==> src/rtl/bit_serial_alu_pkg.sv <==
// Shared definitions for the bit-serial ALU: op encodings, FSM states, carry seed helper.
package bit_serial_alu_pkg;

  localparam logic [1:0] OP_AND  = 2'b00;
  localparam logic [1:0] OP_OR   = 2'b01;
  localparam logic [1:0] OP_NOTA = 2'b10;
  localparam logic [1:0] OP_ADD  = 2'b11;

  typedef enum logic [1:0] {
    IDLE = 2'd0,
    RUN  = 2'd1,
    DONE = 2'd2
  } state_t;

  // Initial carry for an operation: cin only matters for ADD.
  function automatic logic carry_seed(input logic [1:0] op, input logic cin);
    return (op == OP_ADD) ? cin : 1'b0;
  endfunction

endpackage

==> src/rtl/bit_serial_alu_if.sv <==
// Request/response bundle for bit_serial_alu.
// Optional ovf signal present only when BIT_SERIAL_ALU_OVF_EN is defined.
interface bit_serial_alu_if #(
  parameter int unsigned WIDTH = 8
);

  logic             start;
  logic [1:0]       op;
  logic [WIDTH-1:0] a;
  logic [WIDTH-1:0] b;
  logic             cin;
  logic             busy;
  logic             done;
  logic [WIDTH-1:0] result;
  logic             cout;
`ifdef BIT_SERIAL_ALU_OVF_EN
  logic             ovf;
`endif

  modport master (
    output start, op, a, b, cin,
`ifdef BIT_SERIAL_ALU_OVF_EN
    input  ovf,
`endif
    input  busy, done, result, cout
  );

  modport slave (
    input  start, op, a, b, cin,
`ifdef BIT_SERIAL_ALU_OVF_EN
    output ovf,
`endif
    output busy, done, result, cout
  );

endinterface

==> src/rtl/bit_serial_alu_slice.sv <==
// One-bit ALU slice: AND / OR / NOT a / full-add, selected by {m1, m0}.
module bit_serial_alu_slice
  import bit_serial_alu_pkg::*;
(
  input  logic a,
  input  logic b,
  input  logic carry_in,
  input  logic m0,
  input  logic m1,
  output logic y_c,
  output logic carry_c
);

  // Bit function; carry-out is only meaningful for ADD and is 0 otherwise.
  always_comb begin
    y_c     = 1'b0;
    carry_c = 1'b0;
    case ({m1, m0})
      OP_AND:  y_c = a & b;
      OP_OR:   y_c = a | b;
      OP_NOTA: y_c = ~a;
      OP_ADD: begin
        y_c     = a ^ b ^ carry_in;
        carry_c = (a & b) | (carry_in & (a ^ b));
      end
      default: ;
    endcase
  end

endmodule

==> src/rtl/bit_serial_alu.sv <==
// Bit-serial ALU: processes WIDTH-bit operands LSB first through one slice,
// one bit per cycle. Define BIT_SERIAL_ALU_OVF_EN to add the signed-overflow output.
module bit_serial_alu #(
  parameter int unsigned WIDTH = 8
) (
  input  logic            clk,
  input  logic            rst_n,
  bit_serial_alu_if.slave bus
);

  import bit_serial_alu_pkg::*;

  localparam int unsigned     CNT_W = (WIDTH > 2) ? $clog2(WIDTH) : 1;
  localparam logic [CNT_W-1:0] LAST = CNT_W'(WIDTH - 1);

  state_t           state;
  state_t           state_next;
  logic [CNT_W-1:0] cnt;
  logic [WIDTH-1:0] a_q;
  logic [WIDTH-1:0] b_q;
  logic [1:0]       op_q;
  logic             carry_q;
  logic [WIDTH-1:0] result_q;
  logic             busy_q;
  logic             done_q;
  logic             cout_q;
  logic             accept_c;
  logic             last_c;
  logic             slice_y_c;
  logic             slice_carry_c;

  assign accept_c = (state == IDLE) && bus.start;
  assign last_c   = (state == RUN) && (cnt == LAST);

  // State register.
  always_ff @(posedge clk) begin
    if (!rst_n) begin
      state <= IDLE;
    end else begin
      state <= state_next;
    end
  end

  // Next-state logic; start is only looked at in IDLE.
  always_comb begin
    state_next = state;
    case (state)
      IDLE:    if (bus.start) state_next = RUN;
      RUN:     if (cnt == LAST) state_next = DONE;
      DONE:    state_next = IDLE;
      default: state_next = IDLE;
    endcase
  end

  bit_serial_alu_slice ALU_1_bit (
    .a        (a_q[cnt]),
    .b        (b_q[cnt]),
    .carry_in (carry_q),
    .m0       (op_q[0]),
    .m1       (op_q[1]),
    .y_c      (slice_y_c),
    .carry_c  (slice_carry_c)
  );

`ifdef BIT_SERIAL_ALU_OVF_EN
  logic ovf_q;

  // Signed overflow: carry into MSB differs from carry out of MSB.
  always_ff @(posedge clk) begin
    if (!rst_n) begin
      ovf_q <= 1'b0;
    end else if (last_c) begin
      ovf_q <= (op_q == OP_ADD) && (carry_q ^ slice_carry_c);
    end
  end

  assign bus.ovf = ovf_q;
`endif

  // Operand latch, serial shift, carry chain and registered status outputs.
  always_ff @(posedge clk) begin
    if (!rst_n) begin
      cnt      <= '0;
      a_q      <= '0;
      b_q      <= '0;
      op_q     <= OP_AND;
      carry_q  <= 1'b0;
      result_q <= '0;
      busy_q   <= 1'b0;
      done_q   <= 1'b0;
      cout_q   <= 1'b0;
    end else begin
      busy_q <= (state_next == RUN);
      done_q <= (state_next == DONE);
      if (accept_c) begin
        a_q     <= bus.a;
        b_q     <= bus.b;
        op_q    <= bus.op;
        carry_q <= carry_seed(bus.op, bus.cin);
        cnt     <= '0;
      end else if (state == RUN) begin
        result_q <= {slice_y_c, result_q[WIDTH-1:1]};
        carry_q  <= slice_carry_c;
        cnt      <= cnt + CNT_W'(1);
        if (last_c) begin
          cout_q <= (op_q == OP_ADD) && slice_carry_c;
        end
      end
    end
  end

  assign bus.busy   = busy_q;
  assign bus.done   = done_q;
  assign bus.result = result_q;
  assign bus.cout   = cout_q;

endmodule

==> src/flat_wrapper.sv <==
// flat-port wrapper written by rule: the top's interface ports become plain ports
module bit_serial_alu_flat import bit_serial_alu_pkg::*;
#(
  parameter int unsigned WIDTH = 8
)
  (clk, rst_n, bus_start, bus_op, bus_a, bus_b, bus_cin, bus_busy, bus_done, bus_result, bus_cout);
  bit_serial_alu_if #(.WIDTH(WIDTH)) bus_i ();
  input  logic clk;
  input  logic rst_n;
  input wire logic [$bits(bus_i.start)-1:0] bus_start;
  input wire logic [$bits(bus_i.op)-1:0] bus_op;
  input wire logic [$bits(bus_i.a)-1:0] bus_a;
  input wire logic [$bits(bus_i.b)-1:0] bus_b;
  input wire logic [$bits(bus_i.cin)-1:0] bus_cin;
  output wire logic [$bits(bus_i.busy)-1:0] bus_busy;
  output wire logic [$bits(bus_i.done)-1:0] bus_done;
  output wire logic [$bits(bus_i.result)-1:0] bus_result;
  output wire logic [$bits(bus_i.cout)-1:0] bus_cout;
  assign bus_i.start = bus_start;
  assign bus_i.op = bus_op;
  assign bus_i.a = bus_a;
  assign bus_i.b = bus_b;
  assign bus_i.cin = bus_cin;
  assign bus_busy = bus_i.busy;
  assign bus_done = bus_i.done;
  assign bus_result = bus_i.result;
  assign bus_cout = bus_i.cout;
  bit_serial_alu #(.WIDTH(WIDTH)) u_core (.clk(clk), .rst_n(rst_n), .bus(bus_i));
endmodule
==> config.mk <==
export PLATFORM = sky130hd
export DESIGN_NAME = bit_serial_alu_flat
export DESIGN_NICKNAME = d
export VERILOG_FILES = /design/src/rtl/bit_serial_alu_pkg.sv /design/src/rtl/bit_serial_alu_if.sv /design/src/rtl/bit_serial_alu_slice.sv /design/src/rtl/bit_serial_alu.sv /design/src/flat_wrapper.sv
export SDC_FILE = /design/constraint.sdc
export NUM_CORES = 1
export LEC_CHECK = 0
export ABC_AREA = 1
export CAP_MARGIN = 20
export CORE_MARGIN = 5
export CORE_UTILIZATION = 29
export DETAILED_ROUTE_END_ITERATION = 6
export DONT_BUFFER_PORTS = 1
export PLACE_DENSITY = 0.53
export SYNTH_ARGS = -nofsm -noshare
export SYNTH_HDL_FRONTEND = slang
export SYNTH_SLANG_ARGS = --single-unit
==> constraint.sdc <==
create_clock -name clk -period 3.4 [get_ports clk]
set_input_delay 0.51 -clock clk [delete_from_list [all_inputs] [get_ports clk]]
set_output_delay 0.51 -clock clk [all_outputs]
set_load 0.03 [all_outputs]
==> flow_summary.yaml <==
outcome:
  outcome: "finished clean"
power:
  leakagePower_uw: 0.000670
  pwr_density_cell_nw_per_um2: 516
  peakVddDrop_uv: 176
grt:
  grt_max_degree: 30
  track_usage_pct: 11.0
  grt_overflow_total: 0
  antenna_violations_before_repair: 0
  number_of_global_route_vias_before_repair: 1195
  grt_pass1_wl_microns: 5620
setup_path:
  worstPathArrival_ps: 2250
  worstRegToRegCells: 9
  cp_top_family: "compound AO/OA/AOI/OAI gates"
  worst-path-buf-inv: 1
  cp_slowest_cell: "sky130_fd_sc_hd__dfxtp_1"
  critical_path.endpoint_type: "flip-flop"
  worst-endpoint-required_ps: 3570
  rr_startpoint: "u_core.cnt[0]"
  timing.reg2reg.setup_slack_ps: 1320
  crit_chain: "o21ai_0 > o22ai_1 > inv_1 > o21ai_1 > fa_1 > a31oi_1 > nand2_1 > nand2_1 > a21oi_2"
  timing.critical_path.from_type: "flip-flop"
  critical_path_peak_fanout: 11
  critical_path_s_largest_stage_delay_ps: 610
  critPathMostFrequentCell: "sky130_fd_sc_hd__nand2_1"
  crit_start: "u_core.cnt[0]"
  critical_path_class: "flip-flop to flip-flop"
  reg2reg_to: "u_core.bus.result[7]"
sta:
  clock-skew-final_ps: 5.01
  rsz0062_at_grt: "false"
  achievable-frequency_ghz: 0.481
  setup_viol_count_final: 0
  setup_tns_ps: 0
  hold-worst-slack_ps: 349
  post-route-period-util_pct: 61.1
  slew_viol_final: 0
  slew_of_the_pin_with_the_lowest_slew_margin_ps: 540
  min_period_ps: 2080
  final-hold-violation-count: 0
  remaining_max_slew_budget_at_the_tightest_pin_pct: 63.9
yosys:
  yosysUniqueCellTypes: 26
  synth.largest_area_cell: "sky130_fd_sc_hd__dfxtp_1"
  ys.warnings.count: 0
  synth_sequential_area_ratio_pct: 46.0
  synth_area_per_cell_sq_um: 7.73
  syn-num-nets: 224
  synth.top_cell.area_share_pct: 46.0
  synth_cells: 197
  postSynthRegisterBits: 35
  syn_area_sq_um: 1520
  top_cells_by_area_synth: "sky130_fd_sc_hd__dfxtp_1 46%, sky130_fd_sc_hd__nor2_1 9.4%, sky130_fd_sc_hd__o21ai_0 9.2%"
drt:
  antenna_left: 0
  drtIter0Drc: 49
  routed_wl_microns: 3240
  avgViaCountPerCell: 4.53
  drc_violations_left: 0
  dr_total_vias: 1197
  detail_routed_net_length_per_standard_cell_microns: 12.3
  drt_pre_antenna_iters: 4
clock_network:
  cts.root.buffer_cell: "sky130_fd_sc_hd__clkbuf_8"
  cts-buffers-inserted: 5
  cts_hold_repair.buffers: 0
  ctsHtreeMaxLevel: 2
  postCtsSetupBuffers: 0
  clk_latency_ps: 280
  tritoncts_num_sinks: 35
  tritoncts: "built"
  clockBufferDepth: 2
  clkSlewWorstSetupHoldPaths_ps: 70
  cts_repair_resize_count: 0
die:
  io_pins: 33
  fp-row-count: 26
  die_w_microns: 82.5
  die_span_in_y_microns: 82.5
  fp.dieArea_sq_um: 6800
  start_util_pct: 29.8
  placeableCoreArea_sq_um: 5110
hold_path:
  hold-path-cell-count: 1
  timing.hold.worst.class: "input port to flip-flop"
  worst_hold_path.endpoint: "u_core.state[0]"
  hold_start: "rst_n"
cells_and_area:
  finalNetCount: 222
  antenna_cells_inserted: 0
  finished_core_util_pct: 32.0
  area.growth.synth_to_final_pct: 7.31
  layout-drive-gt1-share_pct: 10.3
placed_design:
  finalWeightedCongestion: 0.727
  dp_hpwl_microns: 2320
  numPortBuffers: 0
run:
  cap_violations: 0
per-layer routing:
| layer | track usage, % | up-vias | part of all wire [%] |
|---|---|---|---|
| met5 | 0 | - | 0 |
| met4 | 4.98 | 0 | 2.0 |
| met3 | 4.23 | 5 | 6.4 |
| met2 | 18.3 | 23 | 47 |
| met1 | 12.5 | 538 | 45 |
| li1 | - | 631 | - |
layout make-up:
class | count | area, sq um
Sequential cell | 35 | 701
Inverter | 20 | 82.6
Fill cell | 572 | 3470
Clock buffer | 6 | 72.6
Multi-Input combinational cell | 133 | 691
Tap cell | 70 | 87.6
registers in the layout (all words and copies together), names as in the netlist:
register / flops
u_core.bus.cout: 1
u_core.bus.result: 8
u_core.op_q: 2
u_core.state: 2
u_core.bus.busy: 1
u_core.cnt: 3
u_core.b_q: 8
u_core.carry_q: 1
u_core.a_q: 8
u_core.bus.done: 1
worst max path at each step:
| stage | slack [ps] | depth (start not counted) | to |
|---|---|---|---|
| floorplan | 1580 | 10 | u_core.bus.result[7] |
| global placement | 1350 | 9 | u_core.bus.result[7] |
| detailed placement | 1300 | 9 | u_core.bus.result[7] |
| CTS | 1300 | 9 | u_core.bus.result[7] |
| global route | 1120 | 9 | u_core.bus.result[7] |
| finish | 1320 | 9 | u_core.bus.result[7] |
cells in the final DEF (no fill, tap or decap), types with 3 or more instances in the layout:
| cell | Yosys | layout |
|---|---|---|
| sky130_fd_sc_hd__o21ai_0 | 28 | 28 |
| sky130_fd_sc_hd__dfxtp_1 | 35 | 35 |
| sky130_fd_sc_hd__nor2_1 | 38 | 38 |
| sky130_fd_sc_hd__a21oi_1 | 15 | 15 |
| sky130_fd_sc_hd__nand2_2 | 4 | 4 |
| sky130_fd_sc_hd__clkbuf_8 | 0 | 5 |
| sky130_fd_sc_hd__nand3_2 | 6 | 6 |
| sky130_fd_sc_hd__inv_1 | 17 | 17 |
| sky130_fd_sc_hd__nand2_1 | 21 | 21 |
| sky130_fd_sc_hd__ha_1 | 4 | 4 |
| sky130_fd_sc_hd__nand3_1 | 3 | 3 |
cells in the mapped netlist:
library cell / instances
sky130_fd_sc_hd__nand3_1: 3
sky130_fd_sc_hd__inv_1: 17
sky130_fd_sc_hd__o21ai_1: 2
sky130_fd_sc_hd__buf_6: 1
sky130_fd_sc_hd__fa_1: 1
sky130_fd_sc_hd__dfxtp_1: 35
sky130_fd_sc_hd__o31ai_1: 1
sky130_fd_sc_hd__inv_8: 1
sky130_fd_sc_hd__o21a_1: 2
sky130_fd_sc_hd__o21ai_0: 28
sky130_fd_sc_hd__a21oi_2: 1
sky130_fd_sc_hd__o22ai_1: 2
sky130_fd_sc_hd__nand2_1: 21
sky130_fd_sc_hd__nand2_2: 4
sky130_fd_sc_hd__a21oi_1: 15
sky130_fd_sc_hd__nand3_2: 6
sky130_fd_sc_hd__nor2_1: 38
sky130_fd_sc_hd__clkbuf_1: 2
sky130_fd_sc_hd__inv_2: 2
sky130_fd_sc_hd__buf_2: 6
sky130_fd_sc_hd__ha_1: 4
sky130_fd_sc_hd__nor3_1: 1
sky130_fd_sc_hd__nand4_1: 1
sky130_fd_sc_hd__and3_1: 1
sky130_fd_sc_hd__nor2_2: 1
sky130_fd_sc_hd__a31oi_1: 1
power breakdown:
group | switching [uW] | internal (uW) | total, uW
Sequential | 36.5 | 439 | 476
Combinational | 62.1 | 35.0 | 97.2
Clock | 133 | 136 | 270
Total | 232 | 611 | 843
cell families (layout without fill, tap and decap cells):
logic type / after synthesis / count (layout) / synth area share [%]
simple gates: 76 / 76 / 22.7
compound gates: 52 / 52 / 18.1
flops: 35 / 35 / 46.0
buf+inv: 29 / 26 / 8.63
fa+ha+maj: 5 / 5 / 4.60
metrics by stage:
step	worst slack (ps)	power, uW	instance area, sq um	cells
3_3_place_gp	1350	583	1560	258
3_5_place_dp	1300	584	1560	258
4_1_cts	1300	859	1630	264
2_1_floorplan	1580	568	1520	197
5_1_grt	1120	899	1630	264
6_report	1320	843	1630	264
Power figures use the tool's default switching activity.
